<file path="src/rtl/bcedn_dc_scan_ctrl.sv">
// Raster-scan sequencer for the BCEDN decoder layer: walks the padded, unpooled map,
// steers pad/live data, issues pooled-index reads and flags valid conv windows.
module bcedn_dc_scan_ctrl #(
  parameter int H                = 4,
  parameter int W                = 4,
  parameter int POOL_H           = 2,
  parameter int POOL_W           = 2,
  parameter int PAD              = 1,
  parameter int FH               = 3,
  parameter int FW               = 3,
  parameter int STRIDE_H         = 1,
  parameter int STRIDE_W         = 1,
  parameter int P                = 1,
  parameter int INDEX_ADDR_WIDTH = (H * W > 1) ? $clog2(H * W) : 1,
  localparam int HP   = H * POOL_H + 2 * PAD,
  localparam int WP   = W * POOL_W + 2 * PAD,
  localparam int RW   = (HP > 1) ? $clog2(HP) : 1,
  localparam int CW   = (WP > 1) ? $clog2(WP) : 1,
  localparam int SUBW = (POOL_H * POOL_W > 1) ? $clog2(POOL_H * POOL_W) : 1
) (
  input  logic                        clk,
  input  logic                        rst,
  input  logic                        start,
  input  logic                        in_en,
  output logic                        busy,
  output logic                        pad_mux_sel,
  output logic                        data_req,
  output logic                        pindex_rd,
  output logic [INDEX_ADDR_WIDTH-1:0] pindex_rd_addr,
  output logic [SUBW-1:0]             sub_pos,
  output logic [RW-1:0]               row_cnt,
  output logic [CW-1:0]               col_cnt,
  output logic                        out_en,
  output logic                        tg_next
);

  localparam int PRW  = (H > 1) ? $clog2(H) : 1;
  localparam int PCW  = (W > 1) ? $clog2(W) : 1;
  localparam int SRW  = (POOL_H > 1) ? $clog2(POOL_H) : 1;
  localparam int SCW  = (POOL_W > 1) ? $clog2(POOL_W) : 1;
  localparam int PHRW = (STRIDE_H > 1) ? $clog2(STRIDE_H) : 1;
  localparam int PHCW = (STRIDE_W > 1) ? $clog2(STRIDE_W) : 1;
  localparam int GW   = (P > 2) ? $clog2(P - 1) : 1;

  typedef enum logic [1:0] {
    ST_IDLE = 2'd0,
    ST_SCAN = 2'd1,
    ST_GAP  = 2'd2
  } state_t;

  state_t          r_state;
  state_t          w_state_nxt;
  logic [RW-1:0]   r_row;
  logic [CW-1:0]   r_col;
  logic [PRW-1:0]  r_pr;
  logic [PCW-1:0]  r_pc;
  logic [SRW-1:0]  r_sr;
  logic [SCW-1:0]  r_sc;
  logic [PHRW-1:0] r_phr;
  logic [PHCW-1:0] r_phc;
  logic [GW-1:0]   r_gap;
  logic            r_fresh;
  logic            r_out_en;
  logic            r_tg_next;

  logic            w_pad;
  logic            w_adv;
  logic            w_last_col;
  logic            w_last_row;
  logic            w_final;
  logic            w_gap_done;
  logic            w_row_step;
  logic            w_col_step;
  logic            w_start_acc;
  logic            w_win_ok;
  logic [RW-1:0]   w_row_nxt;
  logic [CW-1:0]   w_col_nxt;

  assign w_row_nxt   = r_row + RW'(1);
  assign w_col_nxt   = r_col + CW'(1);
  assign w_pad       = (r_row < RW'(PAD)) || (r_row >= RW'(HP - PAD)) ||
                       (r_col < CW'(PAD)) || (r_col >= CW'(WP - PAD));
  assign w_adv       = (r_state == ST_SCAN) && (w_pad || in_en);
  assign w_last_col  = (r_col == CW'(WP - 1));
  assign w_last_row  = (r_row == RW'(HP - 1));
  assign w_final     = w_adv && w_last_col && w_last_row;
  assign w_gap_done  = (r_state == ST_GAP) && (r_gap == GW'(P - 2));
  // With no gap the row turns over on the last-column advance; otherwise on gap exit.
  assign w_row_step  = ((P == 1) && w_adv && w_last_col && !w_last_row) || w_gap_done;
  assign w_col_step  = w_adv && !w_last_col;
  assign w_start_acc = (r_state == ST_IDLE) && start;
  assign w_win_ok    = (r_row >= RW'(FH - 1)) && (r_col >= CW'(FW - 1)) &&
                       (r_phr == PHRW'(0)) && (r_phc == PHCW'(0));

  // State register
  always_ff @(posedge clk) begin
    if (rst) begin
      r_state <= ST_IDLE;
    end else begin
      r_state <= w_state_nxt;
    end
  end

  // Next-state decode
  always_comb begin
    w_state_nxt = r_state;
    case (r_state)
      ST_IDLE: begin
        if (start) w_state_nxt = ST_SCAN;
        else       w_state_nxt = ST_IDLE;
      end
      ST_SCAN: begin
        if (w_adv && w_last_col) begin
          if (w_last_row) w_state_nxt = ST_IDLE;
          else if (P > 1) w_state_nxt = ST_GAP;
          else            w_state_nxt = ST_SCAN;
        end else begin
          w_state_nxt = ST_SCAN;
        end
      end
      ST_GAP: begin
        if (w_gap_done) w_state_nxt = ST_SCAN;
        else            w_state_nxt = ST_GAP;
      end
      default: w_state_nxt = ST_IDLE;
    endcase
  end

  // Moore output decode from registered state and counters
  always_comb begin
    busy        = 1'b0;
    pad_mux_sel = 1'b0;
    data_req    = 1'b0;
    pindex_rd   = 1'b0;
    case (r_state)
      ST_SCAN: begin
        busy        = 1'b1;
        pad_mux_sel = w_pad;
        data_req    = !w_pad;
        pindex_rd   = r_fresh && !w_pad && (r_sc == SCW'(0));
      end
      ST_GAP: begin
        busy = 1'b1;
      end
      default: begin
        busy = 1'b0;
      end
    endcase
  end

  // Position, pooled sub-counters and stride phases
  always_ff @(posedge clk) begin
    if (rst || w_start_acc || w_final) begin
      r_row <= RW'(0);
      r_col <= CW'(0);
      r_pr  <= PRW'(0);
      r_pc  <= PCW'(0);
      r_sr  <= SRW'(0);
      r_sc  <= SCW'(0);
      r_phr <= PHRW'(0);
      r_phc <= PHCW'(0);
    end else if (w_row_step) begin
      r_row <= w_row_nxt;
      r_col <= CW'(0);
      r_pc  <= PCW'(0);
      r_sc  <= SCW'(0);
      r_phc <= PHCW'(0);
      if ((w_row_nxt <= RW'(PAD)) || (w_row_nxt >= RW'(HP - PAD))) begin
        r_pr <= PRW'(0);
        r_sr <= SRW'(0);
      end else if (r_sr == SRW'(POOL_H - 1)) begin
        r_pr <= r_pr + PRW'(1);
        r_sr <= SRW'(0);
      end else begin
        r_sr <= r_sr + SRW'(1);
      end
      if (w_row_nxt <= RW'(FH - 1))           r_phr <= PHRW'(0);
      else if (r_phr == PHRW'(STRIDE_H - 1))  r_phr <= PHRW'(0);
      else                                    r_phr <= r_phr + PHRW'(1);
    end else if (w_col_step) begin
      r_col <= w_col_nxt;
      if ((w_col_nxt <= CW'(PAD)) || (w_col_nxt >= CW'(WP - PAD))) begin
        r_pc <= PCW'(0);
        r_sc <= SCW'(0);
      end else if (r_sc == SCW'(POOL_W - 1)) begin
        r_pc <= r_pc + PCW'(1);
        r_sc <= SCW'(0);
      end else begin
        r_sc <= r_sc + SCW'(1);
      end
      if (w_col_nxt <= CW'(FW - 1))           r_phc <= PHCW'(0);
      else if (r_phc == PHCW'(STRIDE_W - 1))  r_phc <= PHCW'(0);
      else                                    r_phc <= r_phc + PHCW'(1);
    end
  end

  // Gap timer, read-once flag and registered pulses
  always_ff @(posedge clk) begin
    if (rst) begin
      r_gap     <= GW'(0);
      r_fresh   <= 1'b0;
      r_out_en  <= 1'b0;
      r_tg_next <= 1'b0;
    end else begin
      r_gap     <= (r_state == ST_GAP) ? (r_gap + GW'(1)) : GW'(0);
      r_fresh   <= w_start_acc || w_row_step || w_col_step;
      r_out_en  <= w_adv && w_win_ok;
      r_tg_next <= w_final;
    end
  end

  assign pindex_rd_addr = INDEX_ADDR_WIDTH'(r_pr) * INDEX_ADDR_WIDTH'(W) +
                          INDEX_ADDR_WIDTH'(r_pc);
  assign sub_pos        = SUBW'(r_sr) * SUBW'(POOL_W) + SUBW'(r_sc);
  assign row_cnt        = r_row;
  assign col_cnt        = r_col;
  assign out_en         = r_out_en;
  assign tg_next        = r_tg_next;

endmodule

</file>
<file path="config.mk">
export PLATFORM = sky130hd
export DESIGN_NAME = bcedn_dc_scan_ctrl
export DESIGN_NICKNAME = d
export VERILOG_FILES = /design/src/rtl/bcedn_dc_scan_ctrl.sv
export SDC_FILE = /design/constraint.sdc
export NUM_CORES = 1
export LEC_CHECK = 0
export ABC_CLOCK_PERIOD_IN_PS = 4600
export BUFFER_PORTS_ARGS = -buffer_cell sky130_fd_sc_hd__clkbuf_2
export CAP_MARGIN = 20
export CORE_UTILIZATION = 56
export DETAILED_ROUTE_END_ITERATION = 16
export GPL_ROUTABILITY_DRIVEN = 0
export PLACE_DENSITY = 0.8
export RECOVER_POWER = 25
export SYNTH_ARGS = -nofsm -noshare
export SYNTH_HDL_FRONTEND = slang
export SYNTH_SLANG_ARGS = --single-unit
</file>
<file path="constraint.sdc">
create_clock -name clk -period 4.6 [get_ports clk]
set_input_delay 0.92 -clock clk [delete_from_list [all_inputs] [get_ports clk]]
set_output_delay 0.92 -clock clk [all_outputs]
set_load 0.05 [all_outputs]
</file>
==> results.py, run 1 <==
metrics = {
    "status": {
        "outcome": "completed",
    },
    "cts": {
        "clkSinkCount": 20,
        "cts-root-buf": "clkbuf_4",
        "clk_latency_ns": 0.29,
        "clockBufferDepth": 2,
        "clk_pin_slew_ns": 0.11,
        "numCtsBuffers": 3,
        "cts_hold_buf": 0,
        "post-cts-setup-buffers": 0,
        "cts_tree": "built",
        "cts_resized": 0,
        "cts_max_level": 1,
    },
    "final_layout": {
        "stdcell_count": 200,
        "design_area_um2": 1450,
        "final_cell_mix": "dfxtp_1 (20), clkbuf_2 (20), nand2_1 (17)",
        "n_antenna_cell": 0,
        "area_growth_pct": 8.19,
        "nets": 191,
        "fin_util_pct": 65.1,
        "drive_gt1_share_pct": 19.8,
    },
    "global_routing": {
        "grt_util_all_layers_pct": 21.8,
        "grt_max_degree": 13,
        "grt-ovfl-total": 0,
        "antenna_found_initial": 0,
        "grt_pass1_vias": 976,
        "grt_pass1_wl_um": 4350,
    },
    "synthesis": {
        "yosys_warnings": 0,
        "synth_seq_cells": 20,
        "synth.net_count": 169,
        "synth_edf_count": 0,
        "postSynthAreaPerCell_um2": 8.84,
        "synth-async-reset-ratio_pct": 0,
        "seq_area_frac_synth_pct": 29.8,
        "synthDistinctLibCells": 53,
        "synthCells": 152,
        "syn_area_um2": 1340,
        "synth_ff_type": "dfxtp_1",
    },
    "job": {
        "maxCapViolCount": 0,
    },
    "floorplan": {
        "rows": 17,
        "die_area_um2": 2600,
        "ios": 24,
        "initial_core_util_pct": 60.2,
        "die_y_um": 51.0,
        "die_x_um": 51.0,
        "coreArea_um2": 2230,
    },
    "worst_setup_path": {
        "cp-start-kind": "flop",
        "crit_path_top_delay_cell": "dfxtp_1",
        "reg2reg_depth": 7,
        "cp.required_ns": 3.68,
        "path_cells": "inv_1 -> ha_1 -> nor2b_1 -> mux2_4 -> or2_1 -> nor2_1 -> and3_1 -> clkbuf_2",
        "path_delay_family": "simple AND/OR/NAND/NOR gates",
        "cp.depth": 8,
        "endpoint_kind": "output pin",
        "crit_buf_inv": 2,
        "crit_type": "reg2out",
        "cp.arrival_ns": 2.43,
        "path_max_fanout": 8,
        "critical_path.max_stage_delay_ns": 0.48,
    },
    "place": {
        "placed_cells": 197,
        "dpl_cell_area_um2": 1440,
        "io_buffers": 23,
        "hpwlAfterDp_um": 1930,
    },
    "route": {
        "wire_per_inst_um": 13.1,
        "routed_wirelength_um": 2630,
        "vias": 1167,
        "drt_pass1_iterations": 4,
        "drtIter0Drc": 34,
        "drc": 0,
        "viasPerCell": 5.84,
        "drtAntennaViolNets": 0,
    },
    "timing": {
        "maxSlewViolCount": 0,
        "hold_slack_ns": 0.505,
        "setup_violations": 0,
        "timing_worst_slew_pin_value_ns": 0.710,
        "rsz0062_at_grt": "false",
        "max_freq_mhz": 299,
        "hold_violations": 0,
        "fin_crit_sh_pct": 72.7,
        "max_slew_margin_pct": 52.1,
        "skew_ns": 0.00224,
        "fin_crit_ns": 3.35,
        "tns_ns": 0,
    },
    "pwr": {
        "peakVddDrop_v": 0.000150,
        "p_per_area_nw_per_um2": 205,
        "p_leak_nw": 0.565,
    },
    "hold_path": {
        "worstHoldPathCells": 2,
        "hold_class": "reg2reg",
    },
}
-- routing by layer --
| metal | up-vias | track usage, % | share of wire (%) |
|---|---|---|---|
| met5 | - | 0 | 0 |
| met4 | 0 | 6.94 | 0.99 |
| met3 | 6 | 3.57 | 4.5 |
| met2 | 32 | 33.1 | 45 |
| met1 | 539 | 31.1 | 50 |
| li1 | 590 | - | - |
-- synth_stat cells (2+ instances only) --
cell / count / area share [%]
nor2b_1: 2 / 0.93
dfxtp_1: 20 / 30
a21oi_1: 8 / 3.0
o211ai_1: 4 / 2.2
buf_4: 4 / 2.2
nand3_1: 4 / 1.5
o21ai_0: 2 / 0.74
nand2b_1: 5 / 2.3
nor3b_1: 2 / 1.1
inv_1: 12 / 3.4
buf_6: 2 / 1.7
a31oi_1: 4 / 1.9
nor4_1: 3 / 1.4
or4_1: 2 / 1.1
nand4_1: 3 / 1.4
ha_1: 13 / 12
xor2_1: 2 / 1.3
nor2_1: 8 / 2.2
mux2_4: 2 / 2.2
nand2_1: 17 / 4.7
-- tightest hold or removal path, stage by stage, from the launching register on --
cell	delay, ns
dfxtp_1	0.34
nand2_1	0.06
o22ai_1	0.06
-- area by class of cell --
cell class | count | area, um^2
multi-input cells | 114 | 840
fillers | 214 | 779
flip-flops and latches | 20 | 400
repair buffers | 23 | 111
inverters | 12 | 45.0
well taps | 28 | 35.0
clock buffers | 3 | 22.5
-- power by group --
group,internal [mW],total (mW),switching (mW)
Combinational,0.0118,0.0390,0.0273
Clock,0.0305,0.0814,0.0509
Sequential,0.175,0.178,0.00230
Total,0.218,0.298,0.0804
-- flip-flops by register name (all words and copies together) (netlist names), 2 cells and up --
| signal | flops |
|---|---|
| r_pc | 2 |
| r_pr | 2 |
| row_cnt | 4 |
| r_state | 2 |
| col_cnt | 4 |
-- cells by family (layout without fill, tap and decap cells) --
family | Yosys count | in the layout | synth area share (%)
and+or+nand+nor | 57 | 57 | 23.5
buffers and inverters | 18 | 38 | 7.26
DFF | 20 | 20 | 29.8
muxes | 3 | 3 | 2.98
AOI/OAI and AO/OA | 38 | 38 | 22.4
xor gates and xnor gates | 3 | 3 | 1.96
adders and majority gates | 13 | 13 | 12.1
-- per-stage QoR --
step	setup slack, ns	total power [mW]
floorplan	0.608	0.213
global placement	1.70	0.220
detailed placement	1.60	0.221
CTS	1.26	0.303
global route	1.11	0.311
finish	1.25	0.298
-- path summary, 6_finish.rpt --
kind / startpoint / endpoint / slack (ns)
max: col_cnt[0]$_SDFFE_PP0P_ / pindex_rd / 1.25
min: r_pr[0]$_SDFFE_PP0P_ / r_pr[0]$_SDFFE_PP0P_ / 0.50
max reg2reg: col_cnt[1]$_SDFFE_PP0P_ / r_pr[1]$_SDFFE_PP0P_ / 2.26
min reg2reg: r_pr[0]$_SDFFE_PP0P_ / r_pr[0]$_SDFFE_PP0P_ / 0.50
Power figures use the tool's default switching activity.
==> run 2: changes to the inputs <==
--- a/config.mk
+++ b/config.mk
@@ -5,13 +5,13 @@
 export SDC_FILE = /design/constraint.sdc
 export NUM_CORES = 1
 export LEC_CHECK = 0
-export ABC_CLOCK_PERIOD_IN_PS = 4600
+export ABC_CLOCK_PERIOD_IN_PS = 3100
 export BUFFER_PORTS_ARGS = -buffer_cell sky130_fd_sc_hd__clkbuf_2
 export CAP_MARGIN = 20
-export CORE_UTILIZATION = 56
+export CORE_UTILIZATION = 55
 export DETAILED_ROUTE_END_ITERATION = 16
 export GPL_ROUTABILITY_DRIVEN = 0
-export PLACE_DENSITY = 0.8
+export PLACE_DENSITY = 0.79
 export RECOVER_POWER = 25
 export SYNTH_ARGS = -nofsm -noshare
 export SYNTH_HDL_FRONTEND = slang
==> constraint.sdc (replaced) <==
create_clock -name clk -period 3.1 [get_ports clk]
set_input_delay 0.62 -clock clk [delete_from_list [all_inputs] [get_ports clk]]
set_output_delay 0.62 -clock clk [all_outputs]
set_load 0.05 [all_outputs]
==> results.py, run 2 (same netlist as run 1, synthesis figures left out) <==
metrics = {
    "timing": {
        "fin_crit_ns": 2.95,
        "fin_crit_sh_pct": 95.2,
        "tns_ns": 0,
        "rsz0062_at_grt": "false",
        "skew_ns": 0.0145,
        "max_slew_margin_pct": 60.3,
        "max_freq_mhz": 339,
        "hold_violations": 0,
        "timing_worst_slew_pin_value_ns": 0.599,
        "maxSlewViolCount": 0,
        "setup_violations": 0,
    },
    "cts": {
        "clk_pin_slew_ns": 0.12,
        "cts_max_level": 1,
        "post-cts-setup-buffers": 0,
        "numCtsBuffers": 3,
        "clockBufferDepth": 2,
        "cts_tree": "built",
        "clk_latency_ns": 0.30,
        "clkSinkCount": 20,
        "cts_hold_buf": 0,
        "cts-root-buf": "clkbuf_4",
        "cts_resized": 0,
    },
    "hold_path": {
        "hold_start": "r_pr[1]$_SDFFE_PP0P_",
        "min_to": "r_pr[1]$_SDFFE_PP0P_",
        "worstHoldPathCells": 2,
        "hold_class": "reg2reg",
    },
    "route": {
        "drc": 0,
        "vias": 1156,
        "routed_wirelength_um": 2700,
        "drtAntennaViolNets": 0,
        "drt_pass1_iterations": 4,
        "drtIter0Drc": 32,
        "viasPerCell": 5.78,
        "wire_per_inst_um": 13.5,
    },
    "worst_setup_path": {
        "endpoint_kind": "output pin",
        "cp-start-kind": "flop",
        "cp.arrival_ns": 2.33,
        "path_max_fanout": 8,
        "cp.required_ns": 2.48,
        "r2r_start": "col_cnt[0]$_SDFFE_PP0P_",
        "crit_type": "reg2out",
        "reg2reg_depth": 7,
        "ff2ff_setup_slack_ns": 0.97,
        "r2r-end": "col_cnt[3]$_SDFFE_PP0P_",
    },
    "pwr": {
        "p_per_area_nw_per_um2": 306,
        "peakVddDrop_v": 0.000242,
        "p_leak_nw": 0.555,
        "power_uw": 448,
    },
    "global_routing": {
        "grt-ovfl-total": 0,
        "met2_usage_pct": 37.7,
        "top_usage_layer": "met2",
        "grt_pass1_wl_um": 4390,
        "use_met3_pct": 2.68,
        "grt_util_all_layers_pct": 21.7,
        "grt_pass1_vias": 1026,
        "grt_max_degree": 13,
        "grtUsageMet1_pct": 27.6,
        "antenna_found_initial": 0,
    },
    "final_layout": {
        "area_growth_pct": 8.85,
        "nets": 191,
        "n_antenna_cell": 0,
        "drive_gt1_share_pct": 22.1,
        "fillers": 220,
        "final_cell_mix": "nand2_1 (17), clkbuf_2 (17), dfxtp_1 (16)",
    },
    "floorplan": {
        "rows": 17,
        "coreArea_um2": 2250,
        "die_y_um": 51.4,
        "ios": 24,
        "die_area_um2": 2650,
        "die_x_um": 51.4,
        "initial_core_util_pct": 59.6,
    },
    "status": {
        "outcome": "completed",
    },
    "place": {
        "hpwlAfterDp_um": 2020,
        "io_buffers": 23,
    },
    "job": {
        "maxCapViolCount": 0,
    },
}
## run 2: cell counts in the layout (fill, tap and decap cells not counted)
No cell type changed its count.
## run 2: how the worst max path moves through the flow
stage,cells past startpoint,end,start
after CTS,8,pindex_rd,col_cnt[0]$_SDFFE_PP0P_
after global placement,8,pindex_rd,col_cnt[0]$_SDFFE_PP0P_
after floorplan,7,pindex_rd,col_cnt[0]$_SDFFE_PP0P_
after detailed placement,8,pindex_rd,col_cnt[0]$_SDFFE_PP0P_
after global routing,8,pindex_rd,col_cnt[0]$_SDFFE_PP0P_
final,8,pindex_rd,col_cnt[0]$_SDFFE_PP0P_
## run 2: layout make-up
type,count,area [um^2],share of cell area [%]
Multi-Input combinational cell,114,847,57.9
Sequential cell,20,405,27.7
Timing Repair Buffer,23,108,7.36
Inverter,12,45.0,3.08
Tap cell,28,35.0,2.40
Clock buffer,3,22.5,1.54
## run 2: report_power, final
part | internal (mW) | switching [mW] | leakage (nW)
clock | 0.0452 | 0.0785 | 0.0138
sequential | 0.260 | 0.00332 | 0.164
combinational | 0.0180 | 0.0420 | 0.378
## run 2: critical path: stages, from the launching register on
cell and delay, ns:
dfxtp_2 0.41, inv_1 0.10, ha_1 0.24, nor2b_1 0.15, mux2_4 0.33, or2_1 0.24
nor2_2 0.11, and3_2 0.18, clkbuf_2 0.26
## run 2: stage by stage
stage | instance area, um^2 | worst slack (ns) | instances | hold slack (ns) | util [%]
final | 1460 | 0.149 | 200 | 0.512 | 64.9
after global routing | 1460 | 0.0522 | 200 | 0.539 | 64.9
after CTS | 1470 | 0.158 | 200 | 0.509 | 65.3
after detailed placement | 1450 | 0.505 | 197 | 0.494 | 64.3
after global placement | 1450 | 0.576 | 197 | 0.480 | 64.3
after floorplan | 1350 | 0.0133 | 152 | 0.469 | -
## run 2: layer usage
layer  share of wire [%]  wire length, um  vias to the layer above
met5                   0                0                        -
met2                  47             1270                       31
met1                  48             1300                      527
li1                    -                -                      594
met4                0.78               21                        0
met3                 4.2              114                        4
==> run 3: changes to the inputs <==
--- a/config.mk
+++ b/config.mk
@@ -8,6 +8,7 @@
 export ABC_CLOCK_PERIOD_IN_PS = 3100
 export BUFFER_PORTS_ARGS = -buffer_cell sky130_fd_sc_hd__clkbuf_2
 export CAP_MARGIN = 20
+export CORE_ASPECT_RATIO = 1.75
 export CORE_UTILIZATION = 55
 export DETAILED_ROUTE_END_ITERATION = 16
 export GPL_ROUTABILITY_DRIVEN = 0
==> results.py, run 3 (same netlist as run 1, synthesis figures left out) <==
metrics = {
    "timing": {
        "hold_violations": 0,
        "fin_crit_sh_pct": 91.8,
        "rsz0062_at_grt": "false",
        "maxSlewViolCount": 0,
        "setup_ws_ns": 0.254,
        "skew_ns": 0.00198,
        "timing_worst_slew_pin_value_ns": 0.596,
        "fin_crit_ns": 2.85,
        "max_freq_mhz": 351,
        "setup_violations": 0,
        "tns_ns": 0,
        "max_slew_margin_pct": 60.4,
        "hold_slack_ns": 0.503,
    },
    "worst_setup_path": {
        "path_cells": "inv_1 -> ha_1 -> nor2b_1 -> mux2_4 -> or2_1 -> nor2_2 -> and3_2 -> clkbuf_2",
        "cp-start-kind": "flop",
        "cp.arrival_ns": 2.23,
        "critical_path.max_stage_delay_ns": 0.40,
        "endpoint_kind": "output pin",
        "cp.required_ns": 2.48,
        "crit_path_top_delay_cell": "dfxtp_2",
        "crit_type": "reg2out",
        "path_max_fanout": 8,
    },
    "pwr": {
        "p_per_area_nw_per_um2": 334,
        "p_leak_nw": 0.563,
        "peakVddDrop_v": 0.000270,
    },
    "global_routing": {
        "antenna_found_initial": 0,
        "met2_usage_pct": 48.3,
        "grt_max_degree": 13,
        "grtUsageMet1_pct": 23.4,
        "grt_util_all_layers_pct": 24.3,
        "grt_pass1_wl_um": 4650,
        "top_usage_layer": "met2",
        "use_met3_pct": 1.97,
        "grt_pass1_vias": 1134,
        "grt-ovfl-total": 0,
    },
    "route": {
        "viasPerCell": 5.99,
        "routed_wirelength_um": 2820,
        "drtAntennaViolNets": 0,
        "wire_per_inst_um": 14.3,
        "drc": 0,
        "drtIter0Drc": 38,
        "drt_pass1_iterations": 4,
        "vias": 1180,
    },
    "status": {
        "outcome": "completed",
    },
    "floorplan": {
        "die_area_um2": 2650,
        "die_y_um": 67.4,
        "initial_core_util_pct": 58.4,
        "die_x_um": 39.4,
        "rows": 23,
        "ios": 24,
        "coreArea_um2": 2300,
    },
    "final_layout": {
        "seqCellArea_um2": 405,
        "stdcell_count": 197,
        "multi_input_area_um2": 847,
        "nets": 191,
        "n_antenna_cell": 0,
        "fillers": 216,
        "area_growth_pct": 9.96,
        "drive_gt1_share_pct": 22.1,
        "final_cell_mix": "nand2_1 (17), clkbuf_2 (17), dfxtp_1 (16)",
    },
    "cts": {
        "clk_pin_slew_ns": 0.07,
        "cts_max_level": 1,
        "clockBufferDepth": 2,
        "post-cts-setup-buffers": 0,
        "cts_hold_buf": 0,
        "cts_tree": "built",
        "clkSinkCount": 20,
        "cts-root-buf": "clkbuf_8",
        "clk_latency_ns": 0.25,
        "cts_resized": 0,
        "numCtsBuffers": 3,
    },
    "job": {
        "maxCapViolCount": 0,
    },
    "place": {
        "io_buffers": 23,
        "hpwlAfterDp_um": 2220,
        "place_ws_ns": 0.534,
        "placed_cells": 194,
    },
    "hold_path": {
        "hold_class": "reg2reg",
    },
}
[run 3: power by group]
| part | switching (mW) | leakage, nW | total [mW] | internal, mW |
|---|---|---|---|---|
| logic | 0.0418 | 0.378 | 0.0597 | 0.0179 |
| registers | 0.00362 | 0.164 | 0.264 | 0.260 |
| clock network | 0.0828 | 0.0216 | 0.169 | 0.0865 |
| total | 0.128 | 0.563 | 0.493 | 0.365 |
[run 3: path summary, 6_finish.rpt]
| check | from | endpoint | slack, ns | cells past startpoint |
|---|---|---|---|---|
| worst min-delay path | r_pr[1]$_SDFFE_PP0P_ | r_pr[1]$_SDFFE_PP0P_ | 0.50 | 2 |
| worst max-delay path | col_cnt[0]$_SDFFE_PP0P_ | pindex_rd | 0.25 | 8 |
| worst max register to register | col_cnt[0]$_SDFFE_PP0P_ | col_cnt[3]$_SDFFE_PP0P_ | 0.98 | 7 |
| worst min register to register | r_pr[1]$_SDFFE_PP0P_ | r_pr[1]$_SDFFE_PP0P_ | 0.50 | 2 |
[run 3: critical path: cells and delay by family (launching register included)]
family | cells | cell delay [ns]
adder cells (fa/ha/maj) | 1 | 0.23
buffers and inverters | 2 | 0.35
flip-flops | 1 | 0.40
multiplexers | 1 | 0.33
AND/OR/NAND/NOR | 4 | 0.65
[run 3: final cells by class]
type | instances | area share (%)
Inverter | 12 | 3.05
Timing Repair Buffer | 23 | 7.28
Multi-Input combinational cell | 114 | 57.3
Tap cell | 25 | 2.12
Clock buffer | 3 | 2.79
Sequential cell | 20 | 27.4
[run 3: per-stage QoR]
| stage | util [%] | cell area, um^2 | power [mW] |
|---|---|---|---|
| 3_3_place_gp | 62.8 | 1450 | 0.328 |
| 6_report | 64.2 | 1480 | 0.493 |
| 5_1_grt | 64.2 | 1480 | 0.511 |
| 4_1_cts | 64.6 | 1490 | 0.496 |
| 3_5_place_dp | 62.8 | 1450 | 0.330 |
| 2_1_floorplan | - | 1350 | 0.317 |
[run 3: layer usage]
layer  up-vias  routed length [um]
met4         0                  37
met2        28                1630
li1        590                   -
met1       558                1070
met5         -                   0
met3         4                  83
